`config.mk`:
```
export PLATFORM = sky130hd
export DESIGN_NAME = vga_fb_arbiter
export DESIGN_NICKNAME = d
export VERILOG_FILES = /design/src/rtl/vga_fb_arbiter.sv
export SDC_FILE = /design/constraint.sdc
export NUM_CORES = 1
export LEC_CHECK = 0
export CORE_AREA = 4 4 101 84
export DETAILED_ROUTE_END_ITERATION = 10
export DIE_AREA = 0 0 105 88
export PLACE_DENSITY = 0.84
export RECOVER_POWER = 25
export SYNTH_ARGS = -nofsm -noshare
export SYNTH_HDL_FRONTEND = slang
export SYNTH_SLANG_ARGS = --single-unit
```
`constraint.sdc`:
```
create_clock -name clock -period 4.5 [get_ports clock]
set_input_delay 0.9 -clock clock [delete_from_list [all_inputs] [get_ports clock]]
set_output_delay 0.9 -clock clock [all_outputs]
set_load 0.02 [all_outputs]
```
`src/rtl/vga_fb_arbiter.sv`:
```
// vga_fb_arbiter
// Owns the single-port framebuffer RAM. Each cycle the RAM goes either to a
// scan-out read or to the drawing-engine write port; scan-out always wins.
// The FB_W x FB_H framebuffer is upscaled by SCALE onto the 640x480 raster and
// double-buffered, with the front/back swap taking effect at frame end.
//
// Ports:
//   clock, reset           pixel clock, synchronous active-high reset
//   de_next/px_next/py_next raster position of the pixel shown 3 cycles later
//   frame_end              one-cycle pulse at start of vertical blanking
//   swap_req/swap_done     buffer swap request pulse / swap taken pulse
//   front_buf              buffer currently scanned out
//   wr_req/wr_addr/wr_data drawing-engine write (level, held until wr_ack)
//   wr_ack                 one-cycle write-accepted pulse
//   mem_addr/mem_wdata/mem_we  registered RAM command
//   mem_rdata              RAM read data, valid one cycle after mem_addr
//   pix_data               pixel word to the VGA output stage
module vga_fb_arbiter #(
    parameter int unsigned FB_W   = 160,
    parameter int unsigned FB_H   = 120,
    parameter int unsigned SCALE  = 4,
    parameter int unsigned ADDR_W = 16
) (
    input  logic              clock,
    input  logic              reset,
    input  logic              de_next,
    input  logic [15:0]       px_next,
    input  logic [15:0]       py_next,
    input  logic              frame_end,
    input  logic              swap_req,
    output logic              swap_done,
    output logic              front_buf,
    input  logic              wr_req,
    input  logic [ADDR_W-1:0] wr_addr,
    input  logic [15:0]       wr_data,
    output logic              wr_ack,
    output logic [ADDR_W-1:0] mem_addr,
    output logic [15:0]       mem_wdata,
    output logic              mem_we,
    input  logic [15:0]       mem_rdata,
    output logic [15:0]       pix_data
);

    localparam int unsigned FB_WORDS = FB_W * FB_H;
    localparam int unsigned SC_SH    = $clog2(SCALE);
    localparam int unsigned PX_MASK  = SCALE - 1;

    typedef enum logic {
        ST_RUN  = 1'b0,
        ST_PEND = 1'b1
    } swap_state_e;

    swap_state_e       state_q, state_d;
    logic              front_buf_q, front_buf_d;
    logic              swap_done_q, swap_done_d;
    logic [ADDR_W-1:0] mem_addr_q, mem_addr_d;
    logic [15:0]       mem_wdata_q, mem_wdata_d;
    logic              mem_we_q, mem_we_d;
    logic              wr_ack_q, wr_ack_d;
    logic              rd_vld1_q, rd_vld1_d;
    logic              rd_vld2_q;
    logic [15:0]       pix_data_q, pix_data_d;

    logic [ADDR_W-1:0] front_base_c, back_base_c, rd_addr_c, wr_addr_c;
    logic              read_slot_c, wr_grant_c, wr_in_range_c;

    // Address arithmetic: scan-out reads the front buffer, writes hit the back
    always_comb begin
        front_base_c  = front_buf_q ? ADDR_W'(FB_WORDS) : '0;
        back_base_c   = front_buf_q ? '0 : ADDR_W'(FB_WORDS);
        rd_addr_c     = front_base_c
                      + ADDR_W'(32'(py_next >> SC_SH) * FB_W)
                      + ADDR_W'(px_next >> SC_SH);
        wr_addr_c     = back_base_c + wr_addr;
        wr_in_range_c = 32'(wr_addr) < FB_WORDS;
    end

    // Slot arbitration: a read is only needed on the first column of each
    // SCALE-wide pixel group; the cycle after a grant carries the ack, so a
    // still-high wr_req there belongs to the transaction being acked.
    always_comb begin
        read_slot_c = de_next && ((32'(px_next) & PX_MASK) == 32'd0);
        wr_grant_c  = !read_slot_c && wr_req && !wr_ack_q;
    end

    // RAM command and pixel pipeline next-state
    always_comb begin
        mem_addr_d  = mem_addr_q;
        mem_wdata_d = mem_wdata_q;
        mem_we_d    = 1'b0;
        wr_ack_d    = 1'b0;
        rd_vld1_d   = 1'b0;
        pix_data_d  = pix_data_q;
        if (read_slot_c) begin
            mem_addr_d = rd_addr_c;
            rd_vld1_d  = 1'b1;
        end else if (wr_grant_c) begin
            wr_ack_d = 1'b1;
            // Out-of-range writes are acked but never reach the RAM
            if (wr_in_range_c) begin
                mem_addr_d  = wr_addr_c;
                mem_wdata_d = wr_data;
                mem_we_d    = 1'b1;
            end
        end
        if (rd_vld2_q) begin
            pix_data_d = mem_rdata;
        end
    end

    // Swap FSM: a request waits for frame end; a coincident request swaps at once
    always_comb begin
        state_d     = state_q;
        front_buf_d = front_buf_q;
        swap_done_d = 1'b0;
        case (state_q)
            ST_RUN: begin
                if (swap_req) begin
                    if (frame_end) begin
                        front_buf_d = !front_buf_q;
                        swap_done_d = 1'b1;
                    end else begin
                        state_d = ST_PEND;
                    end
                end
            end
            ST_PEND: begin
                if (frame_end) begin
                    front_buf_d = !front_buf_q;
                    swap_done_d = 1'b1;
                    state_d     = ST_RUN;
                end
            end
            default: state_d = ST_RUN;
        endcase
    end

    // State registers
    always_ff @(posedge clock) begin
        if (reset) begin
            state_q     <= ST_RUN;
            front_buf_q <= 1'b0;
            swap_done_q <= 1'b0;
            mem_addr_q  <= '0;
            mem_wdata_q <= '0;
            mem_we_q    <= 1'b0;
            wr_ack_q    <= 1'b0;
            rd_vld1_q   <= 1'b0;
            rd_vld2_q   <= 1'b0;
            pix_data_q  <= '0;
        end else begin
            state_q     <= state_d;
            front_buf_q <= front_buf_d;
            swap_done_q <= swap_done_d;
            mem_addr_q  <= mem_addr_d;
            mem_wdata_q <= mem_wdata_d;
            mem_we_q    <= mem_we_d;
            wr_ack_q    <= wr_ack_d;
            rd_vld1_q   <= rd_vld1_d;
            rd_vld2_q   <= rd_vld1_q;
            pix_data_q  <= pix_data_d;
        end
    end

    assign swap_done = swap_done_q;
    assign front_buf = front_buf_q;
    assign wr_ack    = wr_ack_q;
    assign mem_addr  = mem_addr_q;
    assign mem_wdata = mem_wdata_q;
    assign mem_we    = mem_we_q;
    assign pix_data  = pix_data_q;

endmodule

```
# ---- Word level (Yosys, flattened, before mapping)
# Cells that the tools add are included.
dict set report totals {
  reg_bits 55
  output_inout_bits 52
  inputBits 86
  wordCells 49
}
dict set report op_classes {
  reduce_logical 13
  multipliers 1
  n_addsub 3
  order_cmp 1
  n_bitwise 3
  eq_ne 1
  n_mux 17
}
# cell n
set op_table {}
lappend op_table {{$mux W16} 3}
lappend op_table {{$add A15 B16 Y16} 2}
lappend op_table {{$logic_not A32 Y1} 1}
lappend op_table {{$mux W15} 2}
lappend op_table {{$add A16 B14 Y16} 1}
lappend op_table {{$lt A16 B15 Y1 const B} 1}
lappend op_table {{$mul A14 B3 Y11 const B} 1}
lappend op_table {{$mux W1} 9}
lappend op_table {{$pmux W1 S2} 3}
lappend op_table {{$reduce_bool A2 Y1} 2}
lappend op_table {{$logic_and A1 B1 Y1} 3}
lappend op_table {{$logic_not A1 Y1} 3}
lappend op_table {{$not A1 Y1} 3}
lappend op_table {{$reduce_and A3 Y1} 1}
lappend op_table {{$reduce_or A3 Y1} 1}
lappend op_table {{$ne A2 B2 Y1 const B} 1}
lappend op_table {{$reduce_and A2 Y1} 1}
lappend op_table {{$reduce_or A2 Y1} 1}

# ---- Longest topological paths before layout
dict set report depth {
  ltp_word 7
  mapped_depth 16
  depth_no_buf 16
}

# ---- Worst setup path after synthesis
# OpenSTA, ideal clock, no wires.
dict set report synth_timing {
  kind {input -> register}
  startpoint {input py_next[4]}
  endpoint {register mem_addr_q[14] (netlist: mem_addr[14])}
  path_stages 14
  path_buffers 0
  t_arrival_ps 3608
  setup_ps 120
  path_slack_ps 773
  t_required_ps 4380
  path_cell_list {ha_1 ha_1 a21oi_1 inv_1 a21oi_1 xor2_1 fa_1 inv_1 ha_1 nand2_1 o21ai_0 o41ai_1 nor4_1 a211o_1}
}
dict set report synth_via {
  elab_chain_cells 4
}
# element line
set synth_rtl {}
lappend synth_rtl {{start: declaration} 28} ;# input logic [15:0] py_next,
lappend synth_rtl {{$mul A14 B3 Y11} 72} ;# + ADDR_W'(32'(py_next >> SC_SH) * FB_W)
lappend synth_rtl {{$add A15 B16 Y16} 72}
lappend synth_rtl {{$add A16 B14 Y16} 73} ;# + ADDR_W'(px_next >> SC_SH);
lappend synth_rtl {{$mux W16} 94} ;# if (read_slot_c) begin
lappend synth_rtl {{end signal: assignment} 155} ;# mem_addr_q <= mem_addr_d;
lappend synth_rtl {{end: declaration} 56} ;# logic [ADDR_W-1:0] mem_addr_q, mem_addr_d;
# No other way between the ends.
# A chain may end at the register's enable or synchronous reset.

# ---- Worst setup path after layout
dict set report layout_timing {
  startpoint {input py_next[6]}
  endpoint {register mem_addr_q[14] (netlist: mem_addr[14])}
}
# Same word-level chain as after synthesis.

==> results.py <==
metrics = {
    "logic_synthesis": {
        "synthCells": 349,
        "synth_cell_types": 42,
        "synthTopCellsByArea": "dfxtp_1, ha_1, mux2i_1",
        "synth_common_cells": "dfxtp_1, nand2_1, nor2_1",
        "synth.cell_area_um2": 3160,
        "async_flop_share_pct": 0,
        "synth_edf_count": 0,
        "ys_seq_area_share_pct": 34.9,
        "synth-seq-cells": 55,
        "yosysTopAreaCellShare_pct": 34.9,
        "synth_top_area_cell": "dfxtp_1",
        "synth_ff_type": "dfxtp_1",
        "avgSynthCellArea_um2": 9.05,
        "synth.most_common_cell": "dfxtp_1",
        "yosysWarnings": 0,
        "syn_nets": 476,
    },
    "floorplan": {
        "core_area_um2": 7360,
        "start_util_pct": 42.9,
        "boundaryPins": 138,
        "rows": 28,
        "die_h_um": 88,
        "die_area_um2": 9240,
        "die_x_um": 105,
    },
    "cts": {
        "cts_made_buffers": 5,
        "cts_tree": "built",
        "htree_levels": 2,
        "post_cts_buffers": 0,
        "insertion_delay_ns": 0.30,
        "clk_pin_slew_ns": 0.10,
        "cts_root_buffer": "clkbuf_8",
        "clk_path_buf_depth": 2,
        "cts.sinks": 55,
    },
    "finish": {
        "n_antenna_cell": 0,
        "multiInputGateArea_um2": 1920,
        "drive_above_1_share_pct": 2.95,
        "area_growth_syn_to_layout_pct": 46.0,
        "finalNetCount": 600,
        "fin_cells": 564,
        "fillers": 631,
        "seq_area_um2": 1100,
    },
    "routing": {
        "ant_nets": 0,
        "vias": 2864,
        "drt-total-wl_um": 8350,
        "drc": 0,
        "vias_per_cell": 5.08,
        "drtIter0Drc": 80,
        "drtPass1Iterations": 4,
        "wl_per_cell_um": 14.8,
    },
    "global_route": {
        "grt_pass1_wl_um": 13300,
        "gr-total-overflow": 0,
        "antenna_found_initial": 0,
        "grt_max_degree": 59,
        "grt.total_usage_pct": 17.6,
        "grt_pass1_vias": 2873,
    },
    "power": {
        "netSwitchingFraction_pct": 33.1,
        "power_switching_uw": 441,
        "clkPwrFrac_pct": 21.0,
        "intPower_uw": 889,
        "seq_power_share_pct": 39.5,
        "ir_drop_uv": 171,
        "comb_power_share_pct": 39.5,
        "p_leak_nw": 1.83,
        "powerDensity_nw_per_um2": 289,
    },
    "timing": {
        "setup_viol": 0,
        "slew_headroom_pct": 30.1,
        "tightest_slew_ns": 1.05,
        "grt_setup_unrepaired": "false",
        "fin_ws_ns": 0.262,
        "fin_skew_ns": 0.00536,
        "finalHoldViolCount": 0,
        "drv_slew": 0,
        "post-route-period-util_pct": 94.2,
        "period_needed_ns": 4.24,
        "fmax_mhz": 236,
    },
    "placement": {
        "gp_congestion": 0.903,
        "dp_hpwl_um": 6680,
        "dp_cells": 556,
        "post-place-ws_ns": -0.0456,
        "portBuffers": 132,
    },
    "job": {
        "maxCapViolCount": 0,
    },
    "setup_path": {
        "crit_fanout": 5,
        "cp.arrival_ns": 4.44,
        "critical_path_class": "in2reg",
        "endpoint_kind": "register",
        "worstPathRequired_ns": 4.70,
        "worst_setup_path_start_kind": "primary input",
    },
    "run_status": {
        "status": "complete, no violations",
    },
    "hold_path": {
        "hp-class": "reg2reg",
    },
}
cells by family after synthesis:
group	synth area share [%]
simple gates	14.0
compound gates	14.3
flops	34.9
fa+ha+maj	17.7
buf+inv	4.36
mux	8.88
xor+xnor	5.98
worst paths after layout:
path | from | end | slack [ns] | cells after the start
worst max-delay path | py_next[6] | mem_addr[14] | 0.26 | 15
worst max register to register | front_buf | mem_addr[14] | 1.29 | 10
worst min-delay path | rd_vld1_q | rd_vld2_q | 0.44 | 1
worst min register to register | rd_vld1_q | rd_vld2_q | 0.44 | 1
registers in the layout, indices dropped and copies added (netlist names):
register / count
swap_done: 1
pix_data: 16
wr_ack: 1
rd_vld2_q: 1
mem_addr: 16
state_q: 1
front_buf: 1
mem_wdata: 16
mem_we: 1
rd_vld1_q: 1
metrics by stage:
| stage | TNS (ns) | hold WS [ns] | util (%) | total power [mW] | area, µm² |
|---|---|---|---|---|---|
| finish | 0 | 0.444 | 62.7 | 1.33 | 4610 |
| detailed placement | -0.0548 | 0.421 | 61.4 | 1.06 | 4520 |
| global route | 0 | 0.468 | 62.7 | 1.41 | 4610 |
| CTS | 0 | 0.446 | 62.6 | 1.34 | 4610 |
| global placement | 0 | 0.422 | 61.4 | 1.04 | 4520 |
| floorplan | 0 | 0.414 | - | 0.868 | 3160 |
layer usage:
metal  vias to the layer above  GRT usage, %  part of all wire (%)
li1                       1452             -                     -
met1                      1302          21.2                    44
met2                        96          30.9                    47
met3                        14          5.01                   6.2
met4                         0          5.13                   1.9
met5                         -             0                     0
worst max-delay path: stages:
cell and delay, ns:
clkdlybuf4s50_1 0.51, ha_1 0.25, ha_1 0.29, a21oi_1 0.25
inv_1 0.06, a21oi_1 0.18, xor2_1 0.10, fa_1 0.48
inv_1 0.04, ha_1 0.35, nand2_1 0.12, o21ai_0 0.12
o41ai_1 0.40, nor4_1 0.08, a211o_1 0.30
area by class of cell:
cell class / count / area share (%)
multi-input cells: 262 / 41.7
well taps: 90 / 2.44
flip-flops and latches: 55 / 23.9
clock inverters: 3 / 0.489
repair buffers: 133 / 28.7
inverters: 16 / 1.30
clock buffers: 5 / 1.49
power by group through the flow:
stage               Sequential [mW]  Combinational [mW]  Clock [mW]
floorplan                     0.563               0.305           0
global placement              0.536               0.502           0
detailed placement            0.537               0.521           0
CTS                           0.526               0.525       0.289
global route                  0.529               0.581       0.304
finish                        0.525               0.525       0.279
placed cells by master, fill, tap and decap left out, types with 2 or more instances in the layout:
master             n
inv_1             16
a21o_1             8
nor2_1            42
xor2_1             7
nor4_1             2
clkdlybuf4s50_1  125
a211oi_1          13
a211o_1            2
fa_1               6
dfxtp_1           55
nand3_1            2
xnor2_1           12
nor2b_1            2
ha_1              34
dlygate4sd3_1      6
nor3b_1            2
a21oi_1           25
clkbuf_8           5
nand2_1           44
nor3_1             6
o211ai_1           2
o21ai_0            6
inv_6              2
mux2i_1           28
a31oi_1            2
repair_timing:
item | CTS | global route
setup endpoints to repair | 0 | 1
gates resized for setup | 0 | 1
hold buffers | 0 | 0
(Power assumes the default switching activity.)
==> patch, RTL diff (same flow settings) <==
`ADDR_W`: 16 -> 15.
--- a/src/rtl/vga_fb_arbiter.sv
+++ b/src/rtl/vga_fb_arbiter.sv
@@ -20,5 +20,5 @@
     parameter int unsigned FB_H   = 120,
     parameter int unsigned SCALE  = 4,
-    parameter int unsigned ADDR_W = 16
+    parameter int unsigned ADDR_W = 15
 ) (
     input  logic              clock,
Ports: changed (resized mem_addr and wr_addr); port bits go from 138 to 136. No check against the original RTL was run, so the function may have changed too.
==> patch against the unedited design <==
The run now ends with capacitance limit, slew limit left. Fmax increased by 4.3%. Total power decreased by 3.8%. Setup slack improved by 0.18 ns. Clock power increased by 2%. Cell area decreased by 5.9%. Clock skew increased by 0.0054 ns. Sequential cell count decreased by 1. Routed wire length decreased by 4.3%. Area after synthesis decreased by 7.8%.
==> patch: results (changes against the unedited design) <==
stage	metric	value	unit	change
worst_setup_path	reg2reg_slack	1.96	ns	+0.67 ns
placed_design	globalplace.congestion	0.881		-2.4%
clock_network	post_cts_buffers	0		unchanged
yosys	synth_cell_types	45		+7.1%
yosys	synth_compound_area_share	16.3	%	+2.0 points
worst_setup_path	critPathMaxFanout	4		-1
drt	drc	0		unchanged
global_routing	grt_max_degree	57		-3.4%
global_routing	grt_first_pass_wirelength	12900	um	-3.4%
yosys	synth_fa_ha_area_share	17.0	%	-0.65 points
sta	fin_skew	0.0108	ns	+0.00539 ns
power_and_ir_drop	pg_comb	476	uW	-9.3%
worst_setup_path	arrival	4.15	ns	-0.29 ns
power_and_ir_drop	peakVddDrop	0.208	mV	+21%
layout	final_nets	556		-7.3%
placed_design	io_buffers	129		-2.3%
layout	fin_area	0.00434	sq mm	-5.9%
global_routing	first_global_vias	2758		-4.0%
sta	holdWs	0.441	ns	-0.00320 ns
run_status	violations	capacitance limit, slew limit		
placed_design	dp_cells	518		-6.8%
yosys	synthTopCellsByCount	dfxtp_1 (54), nand2_1 (46), a21oi_1 (33)		
flow_run	maxCapViolCount	1		+1
sta	worst_pin_slew	2.59	ns	+1.54 ns
clock_network	path_clk_slew	0.11	ns	
layout	nFillCells	657		+4.1%
sta	fin_crit_sh	90.3	%	-3.9 points
layout	instances_no_fill	526		-6.7%
power_and_ir_drop	swShare	32.4	%	-0.73 points
yosys	netlist.area_leader.share	37.1	%	+2.3 points
drt	wl	7990	um	-4.3%
yosys	yosysWarnings	0		unchanged
power_and_ir_drop	internal_power	865	uW	-2.7%
placed_design	place_area	0.00424	sq mm	-6.1%
power_and_ir_drop	leakage	1.69	nW	-7.7%
drt	drt_pass1_iterations	4		unchanged
yosys	synth_nets	433		-9.0%
yosys	avgSynthCellArea	9.33	sq um	+3.1%
clock_network	clockRootBuffer	clkbuf_8		
run_status	status	finished with violations		
yosys	ys_seq_area_share	37.1	%	+2.3 points
clock_network	htree_levels	2		unchanged
drt	vias	2662		-7.1%
clock_network	ctsResizeCount	0		unchanged
drt	first_iter_violations	81		+1.3%
placed_design	dp_hpwl	6240	um	-6.5%
layout	drive_gt1_share	4.59	%	+1.6 points
placed_design	dp_slack	0.230	ns	+0.275 ns
power_and_ir_drop	pwr-share-clk	22.2	%	+1.2 points
layout	antenna_cells	0		unchanged
yosys	synthXorXnorAreaFrac	6.32	%	+0.33 points
yosys	synth_mux_area_share	6.19	%	-2.7 points
global_routing	gr-usage-all-layers	17.2	%	-0.35 points
sta	drv_slew	57		+57
yosys	synth.area.top_cells	dfxtp_1 (37%), ha_1 (13%), mux2i_1 (6.2%)		
[patch: cell count changes after synthesis, sizes merged, moves of 5 or more]
cell    unedited run  this run
nor2              42        28
a211oi            14         1
a21oi             25        36
inv               16         5
mux2i             28        18
a22oi              0         8
ha                35        30
xnor2             12        17
[patch: routing by layer]
| metal | track usage [%] | share of wire (%) | wire length (um) |
|---|---|---|---|
| met1 | 20.7 | 42 | 3380 |
| met2 | 31.9 | 50 | 4030 |
| met3 | 3.10 | 6.2 | 493 |
| met4 | 4.65 | 1.2 | 95 |
| met5 | 0 | 0 | 0 |
[patch: final cells by class]
cell class / count / share of cell area (%)
flip-flops and latches: 54 / 24.9
well taps: 90 / 2.60
inverters: 5 / 0.433
clock inverters: 3 / 0.663
multi-input cells: 238 / 39.8
clock buffers: 5 / 1.59
repair buffers: 131 / 30.0
[patch: cell families (layout without fill, tap and decap cells)]
logic type / Yosys count / after routing
simple gates: 91 / 91
compound gates: 72 / 72
flops: 54 / 54
fa+ha+maj: 36 / 36
xor+xnor: 21 / 21
buf+inv: 20 / 144
mux: 18 / 18
[patch: final timing paths]
check | depth (start not counted) | startpoint | end
worst min register to register | 1 | rd_vld1_q | rd_vld2_q
worst min-delay path | 1 | rd_vld1_q | rd_vld2_q
worst max-delay path | 13 | py_next[5] | mem_addr[13]
worst max register to register | 8 | front_buf | mem_addr[14]
[patch: worst max-delay path: stages]
cell	delay [ns]
clkdlybuf4s50_1	0.51
ha_1	0.25
ha_1	0.24
fa_1	0.41
a21o_1	0.20
a21oi_1	0.24
xnor2_1	0.15
ha_1	0.25
ha_1	0.35
a21o_1	0.20
a31oi_1	0.20
or4_1	0.15
o311ai_1	0.10
